===== src/rtl/exam_nch_if.sv =====
// exam_nch_if: per-channel Avalon-ST sink bundle.
// Master drives data/valid, slave returns ready.
interface exam_nch_if #(
  parameter int N_CH = 3,
  parameter int W    = 8
);
  logic [N_CH*W-1:0] data;
  logic [N_CH-1:0]   valid;
  logic [N_CH-1:0]   ready;

  modport master (
    output data,
    output valid,
    input  ready
  );

  modport slave (
    input  data,
    input  valid,
    output ready
  );
endinterface


===== src/rtl/exam_nch.sv =====
// exam_nch: collects one word per channel, then reduces
// them (sum/max/min/xor) into a single registered result.
module exam_nch #(
  parameter int N_CH = 3,
  parameter int W    = 8
) (
  input  logic         clk,
  input  logic         rst,
  exam_nch_if.slave    s,
  input  logic [1:0]   mode,
  output logic [W-1:0] R,
  output logic         r_valid,
  output logic         ovf,
  output logic [15:0]  res_cnt
);

  localparam logic [0:0] ST_COLLECT = 1'b0;
  localparam logic [0:0] ST_COMPUTE = 1'b1;

  logic [0:0]      r_state;
  logic [N_CH-1:0] r_full;
  logic [W-1:0]    r_slot [N_CH];
  logic [W-1:0]    r_res;
  logic            r_vld;
  logic            r_ovf;
  logic [15:0]     r_res_cnt;

  // three guard bits cover up to eight channels
  logic [W+2:0]    w_sum;
  logic [W-1:0]    w_max;
  logic [W-1:0]    w_min;
  logic [W-1:0]    w_xor;
  logic [W-1:0]    w_res;
  logic            w_ovf;

  always_comb begin
    w_sum = '0;
    w_max = '0;
    w_min = '1;
    w_xor = '0;
    for (int i = 0; i < N_CH; i++) begin
      w_sum = w_sum + {3'b000, r_slot[i]};
      if (r_slot[i] > w_max) w_max = r_slot[i];
      if (r_slot[i] < w_min) w_min = r_slot[i];
      w_xor = w_xor ^ r_slot[i];
    end
  end

  always_comb begin
    w_res = '0;
    w_ovf = 1'b0;
    unique case (mode)
      2'd0: begin
        w_res = w_sum[W-1:0];
        w_ovf = |w_sum[W+2:W];
      end
      2'd1: w_res = w_max;
      2'd2: w_res = w_min;
      2'd3: w_res = w_xor;
    endcase
  end

  always_ff @(posedge clk) begin
    if (rst) begin
      r_state   <= ST_COLLECT;
      r_full    <= '0;
      r_res     <= '0;
      r_vld     <= 1'b0;
      r_ovf     <= 1'b0;
      r_res_cnt <= '0;
      for (int i = 0; i < N_CH; i++)
        r_slot[i] <= '0;
    end else begin
      r_vld <= 1'b0;
      unique case (r_state)
        ST_COLLECT: begin
          for (int i = 0; i < N_CH; i++) begin
            if (s.valid[i] && !r_full[i]) begin
              r_slot[i] <= s.data[i*W +: W];
              r_full[i] <= 1'b1;
            end
          end
          if (&r_full) r_state <= ST_COMPUTE;
        end
        ST_COMPUTE: begin
          r_res     <= w_res;
          r_ovf     <= w_ovf;
          r_vld     <= 1'b1;
          r_res_cnt <= r_res_cnt + 16'd1;
          r_full    <= '0;
          r_state   <= ST_COLLECT;
        end
        default: r_state <= ST_COLLECT;
      endcase
    end
  end

  // ready depends on registered state only
  assign s.ready = (r_state == ST_COLLECT) ? ~r_full : '0;
  assign R       = r_res;
  assign r_valid = r_vld;
  assign ovf     = r_ovf;
  assign res_cnt = r_res_cnt;

endmodule


===== src/flat_wrapper.sv =====
// flat-port wrapper written by rule: the top's interface ports become plain ports
module exam_nch_flat 
#(
  parameter int N_CH = 3,
  parameter int W    = 8
)
  (clk, rst, mode, R, r_valid, ovf, res_cnt, s_data, s_valid, s_ready);
  exam_nch_if #(.N_CH(N_CH), .W(W)) s_i ();
  input  logic clk;
  input  logic rst;
  input  logic [1:0] mode;
  output logic [W-1:0] R;
  output logic r_valid;
  output logic ovf;
  output logic [15:0] res_cnt;
  input wire logic [$bits(s_i.data)-1:0] s_data;
  input wire logic [$bits(s_i.valid)-1:0] s_valid;
  output wire logic [$bits(s_i.ready)-1:0] s_ready;
  assign s_i.data = s_data;
  assign s_i.valid = s_valid;
  assign s_ready = s_i.ready;
  exam_nch #(.N_CH(N_CH), .W(W)) u_core (.clk(clk), .rst(rst), .s(s_i), .mode(mode), .R(R), .r_valid(r_valid), .ovf(ovf), .res_cnt(res_cnt));
endmodule

===== config.mk =====
export PLATFORM = sky130hd
export DESIGN_NAME = exam_nch_flat
export DESIGN_NICKNAME = d
export VERILOG_FILES = /design/src/rtl/exam_nch_if.sv /design/src/rtl/exam_nch.sv /design/src/flat_wrapper.sv
export SDC_FILE = /design/constraint.sdc
export NUM_CORES = 1
export LEC_CHECK = 0
export CAP_MARGIN = 20
export CORE_MARGIN = 3
export CORE_UTILIZATION = 28
export DETAILED_ROUTE_END_ITERATION = 12
export PLACE_DENSITY_LB_ADDON = 0.08
export SLEW_MARGIN = 25
export SYNTH_ARGS = -nofsm -noshare
export SYNTH_HDL_FRONTEND = slang
export SYNTH_SLANG_ARGS = --single-unit

===== constraint.sdc =====
create_clock -name clk -period 8.4 [get_ports clk]
set_clock_uncertainty 0.1 [all_clocks]
set_input_delay 1.68 -clock clk [delete_from_list [all_inputs] [get_ports clk]]
set_output_delay 1.68 -clock clk [all_outputs]
set_load 0.02 [all_outputs]

==> results of run 1 <==
[where the power goes]
group          internal [uW]  switching [uW]  leakage (uW)  total, uW
registers                290            22.7      0.000499        312
clock network            118            95.2     0.0000745        214
logic                    144             170       0.00146        314
[area by class of cell]
| cell class | count | share of cell area (%) |
|---|---|---|
| Clock buffer | 6 | 2.76 |
| Clock inverter | 2 | 0.249 |
| Inverter | 37 | 2.76 |
| Multi-Input combinational cell | 344 | 51.5 |
| Sequential cell | 54 | 26.3 |
| Tap cell | 180 | 4.48 |
| Timing Repair Buffer | 60 | 11.9 |
[critical path: cells and delay by family, from the launching register on]
kind	cells	cell delay, ps
flip-flops	1	450
adder cells (fa/ha/maj)	2	770
buffers and inverters	1	90
AO/OA/AOI/OAI	7	1710
multiplexers	2	760
AND/OR/NAND/NOR	1	160
[logic make-up after synthesis]
group,after synthesis,synth area share (%)
flip-flops,54,32.4
AND/OR/NAND/NOR,145,17.9
buffers and inverters,50,4.60
XOR/XNOR,27,5.79
adder cells (fa/ha/maj),48,15.1
AO/OA/AOI/OAI,97,17.2
multiplexers,27,7.02
[flip-flops by register name, summed over array words and instances, names as in the netlist]
signal / flops
u_core.ovf: 1
u_core.r_full: 3
u_core.r_valid: 1
u_core.r_state: 1
u_core.r_slot: 24
u_core.res_cnt: 16
u_core.R: 8
[metrics by stage]
step                      power [uW]  util [%]  worst slack (ps)
after floorplan                  541         -              4930
after global placement           631      34.5              4250
after detailed placement         633      34.6              4270
after CTS                        852      35.6              4250
after global routing             900      35.6              3960
final                            839      35.6              4260
[placed cells by master, fill, tap and decap left out, types with 3 or more instances in the layout]
cell type,n
a211o_1,3
a21o_1,13
a21oi_1,21
and2_1,26
and3_1,4
and4_1,4
clkbuf_16,5
clkdlybuf4s50_1,59
dfxtp_1,30
edfxtp_1,24
ha_1,46
inv_1,37
mux2_2,9
mux2i_1,17
nand2_1,34
nand2b_1,5
nand3_1,11
nand4_1,4
nor2_1,35
nor2b_1,6
nor3_1,6
nor3b_1,3
o211ai_1,8
o21a_1,8
o21ai_0,17
o21bai_1,3
xnor2_1,15
xor2_1,12
[per-layer routing]
| metal | global-route usage (%) | wire, um | up-vias |
|---|---|---|---|
| met3 | 2.19 | 396 | 10 |
| li1 | - | - | 1695 |
| met4 | 2.90 | 131 | 0 |
| met1 | 19.9 | 5500 | 1562 |
| met2 | 22.0 | 4970 | 57 |
| met5 | 0 | 0 | - |
[how the worst max path moves through the flow]
stage,from,endpoint
after floorplan,u_core.r_slot[0][1],u_core.R[0]
after global placement,u_core.r_slot[0][7],u_core.R[4]
after detailed placement,u_core.r_slot[0][15],u_core.R[4]
after CTS,u_core.r_slot[0][15],u_core.R[4]
after global routing,u_core.r_slot[0][1],u_core.R[0]
final,u_core.r_slot[0][7],u_core.R[4]
==> metrics.csv, run 1 <==
stage;metric;value;unit
clocking;# resized after CTS;0;
routing;via count;3324;
finish;diodes inserted;0;
setup_path;crit path max fanout;8;
routing;drt first pass iters;4;
clocking;Worst-Skew Late Latency;290;ps
clocking;root buf cell;clkbuf_16;
die;die width;127;um
worst_hold_path;hold crit path type;reg -> reg;
finish;layout cell share with drive strength beyond 1;5.57;%
grt;gr ovfl total;0;
synthesis;Post-synth top flop;dfxtp_1;
routing;initial drt markers;139;
grt;first-pass GRT wire length;17800;um
sta;Setup TNS Final;0;ps
sta;WHS;381;ps
setup_path;CP required;8510;ps
clocking;total clock buffers created by CTS;5;
power_and_ir_drop;Power Density;167;mW/mm^2
clocking;clk sinks;54;
worst_hold_path;WHS Path Cells;2;
sta;post-layout min period;4140;ps
setup_path;RR Endpoint;u_core.R[4];
sta;Tcrit/Tclk final;49.2;%
die;# IOs;60;
setup_path;Critical-path top delay cell;o31ai_4;
worst_hold_path;Hold Crit Start;u_core.R[1];
setup_path;flop-to-flop setup slack;4260;ps
synthesis;Yosys top cell area share;17.6;%
die;Die Height;127;um
synthesis;sequential area share after synthesis;32.4;%
setup_path;arrival time worst endpoint;4250;ps
synthesis;Area contributors post-synth;edfxtp_1 18%, dfxtp_1 15%, ha_1 14%;
setup_path;FF-to-FF path depth;13;
job;max_cap viols;0;
finish;number of fill cells in the layout;1484;
sta;Rel. slew slack;47.6;%
die;Rows;43;
routing;residual DRC count;0;
sta;final hold vios;0;
clocking;CTS H-tree lvls;2;
sta;# setup viols final;0;
finish;fin cells;683;
finish;Finished Cell Area;0.00502;mm^2
synthesis;Commonest cells post-synth;46 x ha_1, 37 x inv_1, 36 x nor2_1;
sta;RSZ-0062 raised after global routing;false;
routing;DR WL/cell;16.1;um
finish;layout overhead on the synthesized area;23.0;%
placed_design;Placed Instance Area;0.00487;mm^2
grt;pin count of the biggest net entering global routing;25;
routing;Vias/cell;4.87;
synthesis;most frequent cell after synthesis;ha_1;
routing;Post-Route WL;11000;um
sta;Fmax;0.242;GHz
grt;vias in the first global route;3346;
worst_hold_path;Worst Hold Endpoint;u_core.R[1];
finish;Nets;581;
clocking;Longest Clk Path Bufs;2;
synthesis;Distinct cells, synth;53;
synthesis;Post-synth EDFFs;24;
die;core area;0.0141;mm^2
clocking;Hold-fix buffers, CTS;0;
run_status;status;finished clean;
synthesis;leading area contributor after synthesis;edfxtp_1;
setup_path;CP Capture Type;register;
synthesis;syn avg cell area;9.12;um^2
clocking;number of setup buffers added after CTS;0;
synthesis;Ys Warns;0;
grt;total track usage;13.9;%
sta;Slew Viols, Final;0;
routing;post-route ant nets;0;
sta;Worst-Margin Slew;783;ps
setup_path;CP peak stage delay;610;ps
die;initial core utilization;29.0;%
die;die area;0.0161;mm^2
synthesis;Mapped Nets;527;
placed_design;I/O Buffers;59;
setup_path;worst r2r src;u_core.r_slot[0][7];
setup_path;crit path cell chain;inv_1 > ha_1 > nand4_2 > o31ai_4 > mux2i_1 > ha_1 > a21o_1 > a21o_1 > a21oi_1 > o31a_2 > a31oi_4 > mux2_2 > o211ai_1;
clocking;CTS tree;done;
synthesis;Async SR Flop Fraction;0;%
clocking;Clk pin slew, worst setup/hold paths;70;ps
grt;initial antenna violation count;0;
synthesis;mapped cell area;0.00408;mm^2
setup_path;critical path class;reg -> reg;
power_and_ir_drop;VDD IR max;0.0960;mV
placed_design;Final GP Congestion;0.818;
synthesis;Cells after Synth;448;
finish;FF+latch area;0.00132;mm^2
finish;area of the multi-input gates;0.00259;mm^2
synthesis;Synth Register Bits;54;
placed_design;Post-Place Cells;675;
placed_design;half-perimeter wire length after placement;8820;um
power_and_ir_drop;leakage power;0.00203;uW
setup_path;Worst setup SP type;register;
Power figures use the tool's default switching activity.
==> run 2: changes to the inputs <==
clock period = 3.5 ns   (was 8.4 ns; I/O delays follow)
==> metrics.csv, run 2 (same netlist as run 1, synthesis figures left out) <==
stage;metric;value;unit
run_status;status;finished with violations;
run_status;failing checks;negative setup slack;
clocking;Worst-Skew Late Latency;300;ps
grt;initial antenna violation count;0;
setup_path;CP Capture Type;register;
die;die area;0.0161;mm^2
power_and_ir_drop;leakage power;0.00245;uW
placed_design;pre-CTS WS;-194;ps
clocking;CTS tree;done;
die;Rows;43;
clocking;CTS H-tree lvls;2;
clocking;Clk pin slew, worst setup/hold paths;80;ps
die;core area;0.0141;mm^2
placed_design;I/O Buffers;59;
setup_path;Worst setup SP type;register;
finish;commonest cells after routing, fill and taps aside;59 x clkdlybuf4s50_1, 58 x buf_4, 35 x inv_1, 34 x nand2_1, 33 x nor2_1;
grt;first-pass GRT wire length;18500;um
routing;residual DRC count;0;
finish;layout cell share with drive strength beyond 1;25.4;%
clocking;total clock buffers created by CTS;5;
finish;Largest Register;u_core.r_slot;
sta;final setup margin;-86.7;ps
job;max_cap viols;0;
setup_path;CP required;3610;ps
grt;gr ovfl total;0;
routing;initial drt markers;114;
worst_hold_path;hold crit path type;reg -> reg;
routing;DR WL/cell;15.5;um
finish;layout overhead on the synthesized area;47.6;%
grt;vias in the first global route;3623;
routing;Vias/cell;4.79;
sta;# setup viols final;5;
die;Die Height;127;um
die;# IOs;60;
routing;via count;3608;
power_and_ir_drop;overall power;2520;uW
setup_path;arrival time worst endpoint;3700;ps
worst_hold_path;WHS Path Cells;2;
setup_path;FF-to-FF path depth;14;
clocking;root buf cell;clkbuf_16;
sta;post-layout min period;3590;ps
placed_design;half-perimeter wire length after placement;9230;um
finish;post-layout util;42.8;%
finish;Nets;652;
clocking;Longest Clk Path Bufs;2;
die;initial core utilization;29.0;%
routing;post-route ant nets;0;
setup_path;worst r2r src;u_core.r_slot[0][12];
sta;Worst-Margin Slew;705;ps
setup_path;critical path startpoint;u_core.r_slot[0][12];
sta;Rel. slew slack;52.9;%
die;die width;127;um
setup_path;critical path class;reg -> reg;
setup_path;crit path max fanout;7;
finish;diodes inserted;0;
clocking;clk sinks;54;
routing;Post-Route WL;11700;um
sta;final hold vios;0;
sta;Setup TNS Final;-225;ps
sta;Tcrit/Tclk final;102;%
sta;Fmax;0.279;GHz
worst_hold_path;Hold Crit Start;u_core.r_full[0];
sta;RSZ-0062 raised after global routing;true;
sta;Slew Viols, Final;0;
grt;total track usage;14.3;%
power_and_ir_drop;Power Density;418;mW/mm^2
placed_design;Final GP Congestion;0.838;
finish;max FFs per register;24;
power_and_ir_drop;VDD IR max;0.242;mV
routing;drt first pass iters;4;
clocking;Hold-fix buffers, CTS;0;
finish;most common cell after layout, fill and taps aside;clkdlybuf4s50_1;
grt;pin count of the biggest net entering global routing;25;
## run 2: routing by layer
metal | vias to the layer above | track usage (%) | part of all wire [%]
li1 | 1842 | - | -
met1 | 1693 | 19.8 | 49
met2 | 57 | 22.9 | 46
met3 | 16 | 2.15 | 3.1
met4 | 0 | 4.23 | 2.3
met5 | - | 0 | 0
## run 2: path summary, 6_finish.rpt
kind | to | slack [ps]
min reg2reg | u_core.r_state | 380
max | u_core.R[6] | -90
min | u_core.r_state | 380
max reg2reg | u_core.R[6] | -90
## run 2: layout make-up
class                   count  area [um^2]
well taps                 180          225
inverters                  37          139
fillers                  1393         8070
repair buffers            131         1210
multi-input cells         344         2960
clock inverters             3         47.5
flip-flops and latches     54         1320
clock buffers               5          125
## run 2: repair_timing
item | 4_1_cts | 5_1_grt
pin swaps | 2 | 25
setup endpoints to repair | 9 | 9
gates resized for setup | 18 | 60
buffers inserted | 4 | 14
cloned | 0 | 0
## run 2: worst max-delay path, stage by stage, from the launching register on
cell      delay [ps]
edfxtp_1         430
buf_4            170
ha_4             140
a211o_1          310
a21oi_2          190
o31ai_4          120
buf_12           170
mux2i_4          200
ha_4             290
nand4_1          130
o31a_4           390
a31oi_4          200
buf_12           160
mux2_2           340
o211ai_1         170
## run 2: through the flow
stage / hold WS (ps) / instance area [um^2] / instances
2_1_floorplan: 342 / 4080 / 448
3_3_place_gp: 361 / 5280 / 729
3_5_place_dp: 366 / 5280 / 729
4_1_cts: 377 / 5580 / 741
5_1_grt: 407 / 6030 / 754
6_report: 375 / 6030 / 754
## run 2: power breakdown
group	total, uW	switching [uW]	internal [uW]	leakage [uW]
registers	734	40.2	694	0.000499
clock network	591	247	344	0.0000863
logic	1190	540	653	0.00187
==> run 3: changes to the inputs <==
CORE_ASPECT_RATIO = 1.1   (was not set)
CORE_MARGIN = 5   (was 3)
SKIP_LAST_GASP = 1   (was not set)
==> metrics.csv, run 3 (same netlist as run 1, synthesis figures left out) <==
stage;metric;value;unit
die;initial core utilization;28.4;%
run_status;status;finished with violations;
power_and_ir_drop;Power Density;410;mW/mm^2
job;max_cap viols;0;
sta;Tcrit/Tclk final;101;%
routing;Post-Route WL;11900;um
sta;final setup margin;-37.4;ps
die;# IOs;60;
routing;residual DRC count;0;
sta;RSZ-0062 raised after global routing;true;
die;die area;0.0171;mm^2
finish;commonest cells after routing, fill and taps aside;63 x buf_4, 59 x clkdlybuf4s50_1, 34 x inv_1, 33 x nand2_1, 32 x ha_1;
finish;max FFs per register;24;
grt;initial antenna violation count;0;
placed_design;half-perimeter wire length after placement;9260;um
clocking;clk sinks;54;
clocking;Longest Clk Path Bufs;2;
clocking;Worst-Skew Late Latency;300;ps
clocking;CTS tree;done;
finish;most common cell after layout, fill and taps aside;buf_4;
sta;post-layout min period;3540;ps
sta;WHS;376;ps
finish;Nets;659;
sta;Rel. slew slack;61.2;%
die;Rows;46;
setup_path;CP bufs+invs;4;
routing;via count;3618;
power_and_ir_drop;leakage power;0.00251;uW
setup_path;crit path cell chain;inv_2 > ha_4 > buf_6 > a2111oi_4 > o31ai_4 > buf_12 > mux2i_1 > ha_1 > a211o_1 > nor2_2 > o31a_4 > a31oi_4 > buf_6 > mux2_4 > o211ai_1;
sta;# setup viols final;5;
routing;initial drt markers;106;
grt;vias in the first global route;3624;
grt;pin count of the biggest net entering global routing;25;
sta;Fmax;0.283;GHz
worst_hold_path;WHS Path Cells;2;
setup_path;Worst setup SP type;register;
routing;drt first pass iters;4;
sta;Slew Viols, Final;0;
setup_path;cell family with most CP delay;compound AO/OA/AOI/OAI gates;
setup_path;Levels on crit path;15;
die;die width;125;um
routing;Vias/cell;4.68;
finish;post-layout util;43.0;%
setup_path;CP Capture Type;register;
clocking;Clk pin slew, worst setup/hold paths;80;ps
finish;number of fill cells in the layout;1451;
grt;first-pass GRT wire length;18600;um
run_status;failing checks;negative setup slack;
grt;gr ovfl total;0;
sta;Worst-Margin Slew;579;ps
clocking;total clock buffers created by CTS;5;
finish;Largest Register;u_core.r_slot;
setup_path;CP peak stage delay;420;ps
setup_path;critical path class;reg -> reg;
routing;DR WL/cell;15.4;um
routing;post-route ant nets;0;
finish;layout overhead on the synthesized area;51.4;%
sta;final hold vios;0;
die;core area;0.0144;mm^2
clocking;root buf cell;clkbuf_16;
setup_path;cell repeated most along the worst path;buf_6;
setup_path;CP required;3610;ps
placed_design;I/O Buffers;59;
worst_hold_path;hold crit path type;reg -> reg;
setup_path;FF-to-FF path depth;15;
die;Die Height;137;um
finish;layout cell share with drive strength beyond 1;27.9;%
setup_path;Critical-path top delay cell;edfxtp_1;
power_and_ir_drop;VDD IR max;0.244;mV
finish;diodes inserted;0;
power_and_ir_drop;overall power;2540;uW
grt;total track usage;13.6;%
setup_path;crit path max fanout;5;
clocking;CTS H-tree lvls;2;
placed_design;Final GP Congestion;0.840;
setup_path;arrival time worst endpoint;3650;ps
## run 3: cell count changes in the layout (fill, tap and decap cells not counted), moves of 3 or more
cell     delta
buf_4       +5
buf_6       +4
mux2i_2     -4
nor2_1      -4
mux2_2      -3
mux2_4      +3
nand3_1     -3
nand3_2     +3
nor2_4      +3
## run 3: metrics by stage
step / setup slack [ps] / std cells / setup TNS [ps] / instance area (um^2)
floorplan: 34.0 / 448 / 0 / 4080
global placement: -241 / 738 / -1530 / 5270
detailed placement: -323 / 738 / -2000 / 5270
global route: -182 / 773 / -1200 / 6180
CTS: -73.7 / 760 / -217 / 5790
finish: -37.4 / 773 / -111 / 6180
## run 3: worst reg2reg max path, delay by kind of cell (launching register included)
family / cells / cell delay [ps]
AO/OA/AOI/OAI: 6 / 1430
buffers and inverters: 4 / 520
adder cells (fa/ha/maj): 2 / 510
multiplexers: 2 / 430
flip-flops: 1 / 420
AND/OR/NAND/NOR: 1 / 50
## run 3: routing by layer
metal | share of wire, % | vias up | GRT usage [%]
li1 | - | 1849 | -
met1 | 48 | 1695 | 18.4
met2 | 47 | 60 | 22.8
met3 | 2.5 | 14 | 1.80
met4 | 1.9 | 0 | 3.86
met5 | 0 | - | 0
## run 3: worst paths after layout
check                           start     endpoint  slack, ps
hold reg to reg           u_core.R[2]  u_core.R[2]        380
setup reg to reg  u_core.r_slot[0][1]  u_core.R[3]        -40
hold / removal            u_core.R[2]  u_core.R[2]        380
setup / recovery  u_core.r_slot[0][1]  u_core.R[3]        -40
## run 3: area by class of cell
| cell class | count | area [um^2] | share of cell area [%] |
|---|---|---|---|
| multi-input combinational | 344 | 3060 | 49.5 |
| inverter | 37 | 139 | 2.25 |
| clock buffer | 5 | 125 | 2.02 |
| tap | 192 | 240 | 3.89 |
| clock inverter | 3 | 43.8 | 0.708 |
| timing repair buffer | 138 | 1250 | 20.3 |
| sequential | 54 | 1320 | 21.4 |
## run 3: what timing repair did
action | CTS | global route
setup endpoints to repair | 8 | 9
setup buffers | 14 | 14
hold buffers | 0 | 0
pin swaps | 11 | 33
gates resized for setup | 51 | 56
## run 3: power by group
| part | switching (uW) | leakage (uW) | internal [uW] | total [uW] |
|---|---|---|---|---|
| Clock | 244 | 0.0000842 | 340 | 584 |
| Combinational | 566 | 0.00193 | 653 | 1220 |
| Sequential | 38.1 | 0.000499 | 694 | 732 |
